`src/rtl/mac_seq_pkg.sv`:
```
// -----------------------------------------------------------------------------
// mac_seq_pkg
//   Shared types and constants for the MAC operand sequencer.
//   state_t   : sequencer FSM states
//   DRAIN_CYC : cycles spent after the last En before Cout is captured
// -----------------------------------------------------------------------------
package mac_seq_pkg;

   typedef enum logic [2:0] {
      IDLE,
      CLEAR,
      FEED,
      DRAIN,
      RESULT
   } state_t;

   // One cycle for the last registered En to reach the MAC, one more for the
   // accumulator register to show the final sum on Cout.
   localparam int DRAIN_CYC = 2;

endpackage : mac_seq_pkg

```
`src/rtl/mac_seq.sv`:
```
// -----------------------------------------------------------------------------
// mac_seq
//   Operand sequencer driving one MAC (En/Clr/Ain/Bin in, Cout out). Per start
//   it clears the MAC, issues one En per accepted (a,b) pair until VEC_LEN
//   pairs have been taken, waits DRAIN_CYC cycles for the accumulate to settle,
//   captures Cout and offers it on a valid/ready result port.
//
//   Optional feature macro: MAC_SEQ_STALL_CNT_EN
//     Adds stall_cnt[15:0], a saturating count of FEED cycles with in_valid=0,
//     cleared in CLEAR.
//
// Ports
//   clk, rst_n            clock, asynchronous active-low reset
//   start                 begin one dot product (sampled only in IDLE)
//   busy                  high in every state except IDLE
//   in_valid/in_ready     operand pair handshake, operands in_a/in_b
//   mac_clr/mac_en        MAC Clr / En (registered, never high together)
//   mac_a/mac_b           MAC Ain / Bin (registered, hold without handshake)
//   mac_cout              MAC Cout
//   res_valid/res_ready   result handshake, result on res_data
//   done                  one-cycle pulse after the result handshake
//   stall_cnt             (MAC_SEQ_STALL_CNT_EN only) FEED stall counter
// -----------------------------------------------------------------------------
module mac_seq
   import mac_seq_pkg::*;
#(
   parameter  int DATA_WIDTH = 8,
   parameter  int VEC_LEN    = 8,
   localparam int CNT_W      = $clog2(VEC_LEN + 1)
) (
   input  logic                    clk,
   input  logic                    rst_n,
   input  logic                    start,
   output logic                    busy,
   input  logic                    in_valid,
   output logic                    in_ready,
   input  logic [DATA_WIDTH-1:0]   in_a,
   input  logic [DATA_WIDTH-1:0]   in_b,
   output logic                    mac_clr,
   output logic                    mac_en,
   output logic [DATA_WIDTH-1:0]   mac_a,
   output logic [DATA_WIDTH-1:0]   mac_b,
   input  logic [3*DATA_WIDTH-1:0] mac_cout,
   output logic                    res_valid,
   input  logic                    res_ready,
   output logic [3*DATA_WIDTH-1:0] res_data,
   output logic                    done
`ifdef MAC_SEQ_STALL_CNT_EN
   ,
   output logic [15:0]             stall_cnt
`endif
);

   localparam int              DRW        = (DRAIN_CYC > 1) ? $clog2(DRAIN_CYC) : 1;
   localparam logic [CNT_W-1:0] LAST_IDX  = CNT_W'(VEC_LEN - 1);
   localparam logic [DRW-1:0]  DRAIN_LAST = DRW'(DRAIN_CYC - 1);

   state_t           state;
   logic [CNT_W-1:0] count;
   logic [DRW-1:0]   drain_cnt;
   logic             in_hs;

   // NOTE: in_ready and busy are plain continuous decodes of the state register;
   // continuous assigns cannot infer latches and keep the handshake zero-latency.
   assign in_ready = (state == FEED);
   assign busy     = (state != IDLE);
   assign in_hs    = in_valid & in_ready;

   // NOTE: all state and registered outputs use non-blocking assignments so that
   // every read in this block sees the value from the start of the cycle.
   always_ff @(posedge clk or negedge rst_n) begin
      if (!rst_n) begin
         state     <= IDLE;
         count     <= '0;
         drain_cnt <= '0;
         mac_clr   <= 1'b0;
         mac_en    <= 1'b0;
         mac_a     <= '0;
         mac_b     <= '0;
         res_valid <= 1'b0;
         res_data  <= '0;
         done      <= 1'b0;
      end else begin
         // Strobes default low; only the states below raise them for one cycle.
         mac_clr <= 1'b0;
         mac_en  <= 1'b0;
         done    <= 1'b0;
         case (state)
            IDLE: begin
               if (start) state <= CLEAR;
            end
            CLEAR: begin
               mac_clr   <= 1'b1;
               count     <= '0;
               drain_cnt <= '0;
               state     <= FEED;
            end
            FEED: begin
               if (in_hs) begin
                  mac_a  <= in_a;
                  mac_b  <= in_b;
                  mac_en <= 1'b1;
                  count  <= count + CNT_W'(1);
                  if (count == LAST_IDX) state <= DRAIN;
               end
            end
            DRAIN: begin
               drain_cnt <= drain_cnt + DRW'(1);
               if (drain_cnt == DRAIN_LAST) begin
                  res_data  <= mac_cout;
                  res_valid <= 1'b1;
                  state     <= RESULT;
               end
            end
            RESULT: begin
               if (res_ready) begin
                  res_valid <= 1'b0;
                  done      <= 1'b1;
                  state     <= IDLE;
               end
            end
            default: state <= IDLE;
         endcase
      end
   end

`ifdef MAC_SEQ_STALL_CNT_EN
   // Counts FEED cycles starved of operands; saturates instead of wrapping.
   always_ff @(posedge clk or negedge rst_n) begin
      if (!rst_n) begin
         stall_cnt <= '0;
      end else if (state == CLEAR) begin
         stall_cnt <= '0;
      end else if ((state == FEED) && !in_valid && (stall_cnt != 16'hFFFF)) begin
         stall_cnt <= stall_cnt + 16'd1;
      end
   end
`endif

endmodule : mac_seq
```
`config.mk`:
```
export PLATFORM = sky130hd
export DESIGN_NAME = mac_seq
export DESIGN_NICKNAME = d
export VERILOG_FILES = /design/src/rtl/mac_seq_pkg.sv /design/src/rtl/mac_seq.sv
export SDC_FILE = /design/constraint.sdc
export NUM_CORES = 1
export LEC_CHECK = 0
export BUFFER_PORTS_ARGS = -buffer_cell sky130_fd_sc_hd__buf_2
export CORE_MARGIN = 3
export CORE_UTILIZATION = 47
export CTS_CLUSTER_DIAMETER = 100
export DETAILED_ROUTE_END_ITERATION = 8
export PLACE_DENSITY = 0.8
export SKIP_LAST_GASP = 1
export SLEW_MARGIN = 20
export SYNTH_ARGS = -nofsm -noshare
export SYNTH_HDL_FRONTEND = slang
export SYNTH_SLANG_ARGS = --single-unit
```
`constraint.sdc`:
```
create_clock -name clk -period 1.57 [get_ports clk]
set_clock_uncertainty 0.1 [all_clocks]
set_input_delay 0.314 -clock clk [delete_from_list [all_inputs] [get_ports clk]]
set_output_delay 0.314 -clock clk [all_outputs]
set_load 0.005 [all_outputs]
```
==> flow_metrics.env, run 1 <==
export IMPL_period_needed_ns=1.72
export IMPL_port_buffers=90
export IMPL_place_gp_congestion=0.852
export IMPL_ys_seq_area_frac=0.614
export IMPL_p_sw_mw=1.91
export IMPL_cts_buffer_depth=2
export IMPL_p_leak_nw=1.64
export IMPL_cap_violations=0
export IMPL_dr_wl_met3_um=349
export IMPL_die_y_um=73.1
export IMPL_vias=1653
export IMPL_ys_flop_type="dfrtp_1"
export IMPL_n_antenna_cell=0
export IMPL_violations="setup timing"
export IMPL_finalMaxSlewViolations=0
export IMPL_yosys_area_top_type="dfrtp_1"
export IMPL_post_place_ws_ns=0.0811
export IMPL_cts_sinks=52
export IMPL_first_global_vias=1532
export IMPL_status="finished, violations left"
export IMPL_report_final_hold_viol_count=0
export IMPL_worst_ep_arrival_time_ns=1.31
export IMPL_drt_iter0_markers=87
export IMPL_yosys_top_cells_area="dfrtp_1 61%, mux2_4 13%, nand2_1 9.2%"
export IMPL_drtPass1Iterations=5
export IMPL_synth_area_sq_um=2120
export IMPL_met1_length_mm=2.01
export IMPL_routedWlPerCell_um=15.7
export IMPL_row_count=23
export IMPL_worst_pin_slew_ns=0.307
export IMPL_overflow=0
export IMPL_ir_worst_vdd_mv=0.953
export IMPL_share_comb_of_total_power=0.441
export IMPL_hpwl_mm=3.36
export IMPL_endpoint_kind="output port"
export IMPL_synth_top_cell_area_share=0.614
export IMPL_wirelength_mm=5.20
export IMPL_p_per_area_nw_per_um2=1960
export IMPL_dieArea_sq_um=5350
export IMPL_insertion_delay_ns=0.30
export IMPL_ios=91
export IMPL_switching_share=0.327
export IMPL_coreArea_sq_um=4170
export IMPL_root_buffer="clkbuf_8"
export IMPL_netlist_top_cells_count="52 x dfrtp_1, 52 x nand2_1, 19 x mux2_4"
export IMPL_fin_cells=332
export IMPL_synth_nets=216
export IMPL_fill_cells=311
export IMPL_grt_max_degree=53
export IMPL_path_max_fanout=2
export IMPL_p_seq_frac=0.400
export IMPL_relSlewSlack=0.795
export IMPL_nets=327
export IMPL_die_x_um=73.1
export IMPL_criticalPathCategory="flop to output port"
export IMPL_route_met2_wl_mm=2.78
export IMPL_routed_top_layer="met4"
export IMPL_timing_final_ws_setup_ns=-0.151
export IMPL_drc_errors=0
export IMPL_async_flop_share=1.00
export IMPL_fmax_mhz=581
export IMPL_whs_path_depth=3
export IMPL_dp_cells=313
export IMPL_synth_cells=170
export IMPL_ys_ff_latch=52
export IMPL_ys_types=30
export IMPL_htree_levels=2
export IMPL_grtUsageTotal=0.179
export IMPL_grt_pass1_wl_mm=7.27
export IMPL_hp_class="input port to flop"
export IMPL_cts_tree="built"
export IMPL_area_growth_syn_to_layout_pct=40.9
export IMPL_ys_warn_count=0
export IMPL_clk_pin_slew_ns=0.09
export IMPL_antenna_found_initial=0
export IMPL_antenna_left=0
export IMPL_start_util=0.508
export IMPL_synth_enable_flop_cells=0
export IMPL_rsz0062_at_grt="yes"
export IMPL_cts_made_buffers=5
export IMPL_final_layout_size_suffix_gt1_frac=0.532
export IMPL_ff2ff_path_depth=5
export IMPL_syn_area_per_cell_sq_um=12.5
export IMPL_p_clk_frac=0.158
export IMPL_intPower_mw=3.93
export IMPL_worst_setup_path_start_kind="flop"
export IMPL_min_period_over_period=1.10
export IMPL_vias_per_cell=4.98
export IMPL_critPathRequiredTime_ns=1.16
export IMPL_setup_violations=26
-- per-layer routing --
| metal | GRT usage | up-vias |
|---|---|---|
| met1 | 0.220 | 808 |
| met5 | 0 | - |
| met2 | 0.294 | 54 |
| li1 | - | 785 |
| met3 | 0.0537 | 6 |
| met4 | 0.0717 | 0 |
-- placed cells by master, fill, tap and decap left out, types with 2 or more instances in the layout --
cell type,count
buf_2,90
nand2_1,52
dfrtp_1,52
mux2_4,19
buf_4,9
mux2_2,6
buf_6,6
clkbuf_8,5
inv_1,3
o21ai_0,3
nor2_1,2
and3_1,2
nand3_1,2
nor2b_1,2
clkbuf_16,2
buf_12,2
-- stage by stage --
stage	hold WS, ns	TNS [ns]	power, mW	utilization	area [sq um]
finish	0.0918	-1.54	5.84	0.715	2990
detailed placement	0.226	0	4.59	0.644	2690
floorplan	-0.0816	0	3.59	-	2120
global placement	0.224	0	4.51	0.644	2690
CTS	0.0861	-0.334	5.65	0.687	2870
global route	0.0927	-2.21	6.21	0.715	2990
-- worst max-delay path: stages, from the launching register on --
cell	delay (ns)
dfrtp_1	0.40
buf_6	0.12
or3_1	0.35
buf_2	0.13
-- final cells by class --
class | instances | area, sq um | share of cell area
Tap cell | 50 | 62.6 | 0.0210
Clock inverter | 3 | 42.5 | 0.0142
Inverter | 4 | 15.0 | 0.00503
Multi-Input combinational cell | 107 | 795 | 0.266
Sequential cell | 52 | 1300 | 0.436
Clock buffer | 5 | 68.8 | 0.0231
Timing Repair Buffer | 111 | 701 | 0.235
-- registers in the layout, indices dropped and copies added, names as in the netlist --
| register | count |
|---|---|
| count | 4 |
| done | 1 |
| drain_cnt | 1 |
| mac_a | 8 |
| mac_b | 8 |
| mac_clr | 1 |
| mac_en | 1 |
| res_data | 24 |
| res_valid | 1 |
| state | 3 |
-- power groups by stage --
stage               clock network, mW  registers [mW]  logic, mW
detailed placement                  0            2.36       2.23
floorplan                           0            2.36       1.23
CTS                             0.940            2.32       2.39
global placement                    0            2.33       2.17
finish                          0.925            2.34       2.58
global route                    0.982            2.41       2.82
-- cell families (layout without fill, tap and decap cells) --
family | Yosys count | count (layout) | synth area share
AND/OR/NAND/NOR | 70 | 70 | 0.151
flip-flops | 52 | 52 | 0.614
multiplexers | 26 | 26 | 0.171
buffers and inverters | 11 | 123 | 0.0283
AO/OA/AOI/OAI | 10 | 10 | 0.0289
adder cells (fa/ha/maj) | 1 | 1 | 0.00591
-- final timing paths --
path                       startpoint      endpoint  slack (ns)
setup / recovery             state[0]          busy       -0.15
hold / removal                in_b[2]      mac_b[2]        0.09
setup reg to reg             state[2]  res_data[12]       -0.09
hold reg to reg              mac_b[2]      mac_b[2]        0.38
max in group asynchronous       rst_n      state[0]        0.71
min in group asynchronous       rst_n  res_data[11]        0.41
-- repair_timing --
item / CTS / global route
hold endpoints to repair: 52 / 0
pin swaps: 2 / 1
resized for setup: 5 / 10
setup buffers: 5 / 2
gates cloned: 0 / 3
setup endpoints to repair: 2 / 38
hold buffers: 1 / 0
Power figures use the tool's default switching activity.
==> run 2, diff against run 1 <==
PLACE_DENSITY = 0.79   (was 0.8)
==> flow_metrics.env, run 2 (same netlist as run 1, synthesis figures left out) <==
export IMPL_status="finished, violations left"
export IMPL_violations="setup timing"
export IMPL_area_growth_syn_to_layout_pct=37.4
export IMPL_grtUsageTotal=0.173
export IMPL_coreArea_sq_um=4170
export IMPL_regMostFlops="res_data"
export IMPL_r2r_start="state[2]"
export IMPL_hp_start="in_a[6]"
export IMPL_htree_levels=2
export IMPL_min_to="mac_a[6]"
export IMPL_rsz0062_at_grt="yes"
export IMPL_final_common_cell="buf_2"
export IMPL_worst_pin_slew_ns=0.299
export IMPL_hp_class="input port to flop"
export IMPL_cts_made_buffers=5
export IMPL_worst_ep_arrival_time_ns=1.29
export IMPL_worstPathCellList="buf_6 > or3_1 > buf_2"
export IMPL_slowest_stage="dfrtp_1"
export IMPL_vias_per_cell=4.87
export IMPL_port_buffers=90
export IMPL_cts_buffer_depth=2
export IMPL_setup_violations=25
export IMPL_die_y_um=73.1
export IMPL_drtPass1Iterations=5
export IMPL_finalSetupTns_ns=-0.635
export IMPL_min_period_over_period=1.08
export IMPL_final_util=0.698
export IMPL_reg_top3="res_data x24, mac_a x8, mac_b x8"
export IMPL_met1_usage=0.221
export IMPL_clk_pin_slew_ns=0.09
export IMPL_crit_family="flip-flops"
export IMPL_relSlewSlack=0.800
export IMPL_start_util=0.508
export IMPL_report_final_hold_viol_count=0
export IMPL_antenna_found_initial=0
export IMPL_grtUsageMet3=0.0413
export IMPL_routedWlPerCell_um=14.1
export IMPL_ios=91
export IMPL_die_x_um=73.1
export IMPL_insertion_delay_ns=0.29
export IMPL_critPathRequiredTime_ns=1.16
export IMPL_grt_max_degree=53
export IMPL_grt_pass1_wl_mm=7.20
export IMPL_overflow=0
export IMPL_largest_register_ffs=24
export IMPL_cap_violations=0
export IMPL_final_layout_size_suffix_gt1_frac=0.516
export IMPL_worst_setup_path_start_kind="flop"
export IMPL_grtUsageMet2=0.289
export IMPL_finalMaxSlewViolations=0
export IMPL_root_buffer="clkbuf_8"
export IMPL_ir_worst_vdd_mv=1.12
export IMPL_fin_cells=329
export IMPL_path_buf_inv=2
export IMPL_vias=1603
export IMPL_ff2ff_path_depth=5
export IMPL_post_place_ws_ns=0.0721
export IMPL_dp_cells=312
export IMPL_cpPeakStageDelay_ns=0.40
export IMPL_endpoint_kind="output port"
export IMPL_hpwl_mm=3.29
export IMPL_busiest_layer="met2"
export IMPL_cts_tree="built"
export IMPL_first_global_vias=1598
export IMPL_worstReg2RegEnd="res_data[17]"
export IMPL_setup_worst_path_start="state[2]"
export IMPL_cts_sinks=52
export IMPL_antenna_left=0
export IMPL_dieArea_sq_um=5350
export IMPL_period_needed_ns=1.70
export IMPL_criticalPathCategory="flop to output port"
export IMPL_rrSetupSlack_ns=-0.04
export IMPL_layout_common_cells="90 x buf_2, 52 x nand2_1, 52 x dfrtp_1, 19 x mux2_4, 11 x buf_4"
export IMPL_p_leak_nw=1.61
export IMPL_row_count=23
export IMPL_wirelength_mm=4.65
export IMPL_p_per_area_nw_per_um2=1930
export IMPL_fmax_mhz=587
export IMPL_path_max_fanout=2
export IMPL_drt_iter0_markers=64
export IMPL_drc_errors=0
export IMPL_timing_final_ws_setup_ns=-0.133
export IMPL_fill_cells=326
export IMPL_place_gp_congestion=0.814
export IMPL_nets=324
export IMPL_n_antenna_cell=0
export IMPL_whs_path_depth=3
## run 2: cell count changes in the layout (fill, tap and decap cells not counted), sizes merged
cell	delta
buf	-2
clkinvlp	-1
## run 2: worst max path at each step
stage               cells past startpoint  slack (ns)      endpoint
CTS                                     3       -0.15          busy
floorplan                               4        0.13  res_data[10]
finish                                  3       -0.13          busy
global route                            3       -0.19          busy
detailed placement                      4        0.07  res_data[20]
global placement                        4        0.13  res_data[14]
## run 2: cell type report
cell class,instances,area [sq um],share of cell area
Tap cell,50,62.6,0.0215
Clock inverter,2,35.0,0.0120
Multi-Input combinational cell,107,774,0.266
Inverter,4,15.0,0.00516
Clock buffer,6,72.6,0.0249
Sequential cell,52,1300,0.447
Timing Repair Buffer,108,651,0.223
## run 2: per-layer routing
metal | wire length, um | vias to the layer above
met4 | 59 | 0
li1 | - | 777
met5 | 0 | -
met2 | 2300 | 60
met3 | 363 | 7
met1 | 1930 | 759
## run 2: per-stage QoR
step / area, sq um / hold slack (ns) / power [mW]
finish: 2910 / 0.103 / 5.63
detailed placement: 2690 / 0.228 / 4.59
global route: 2910 / 0.101 / 6.06
floorplan: 2120 / -0.0816 / 3.59
CTS: 2860 / 0.0966 / 5.58
global placement: 2690 / 0.223 / 4.50
## run 2: where the power goes
part           total [mW]  switching, mW  internal [mW]  leakage, nW
Combinational        2.43           1.02           1.41        0.928
Sequential           2.32          0.352           1.96        0.629
Clock               0.877          0.404          0.473       0.0552
Total                5.63           1.78           3.85         1.61
## run 2: repair_timing
action	4_1_cts	5_1_grt
pin swaps	1	1
hold buffers	1	0
cloned	0	1
setup buffers	5	2
endpoints found under the setup margin	2	43
gates resized for setup	3	3
hold endpoints to repair	52	0
## run 2: tightest hold or removal path, stage by stage
cell and delay (ns):
buf_2 0.07, nand2_1 0.04, nand2_1 0.04
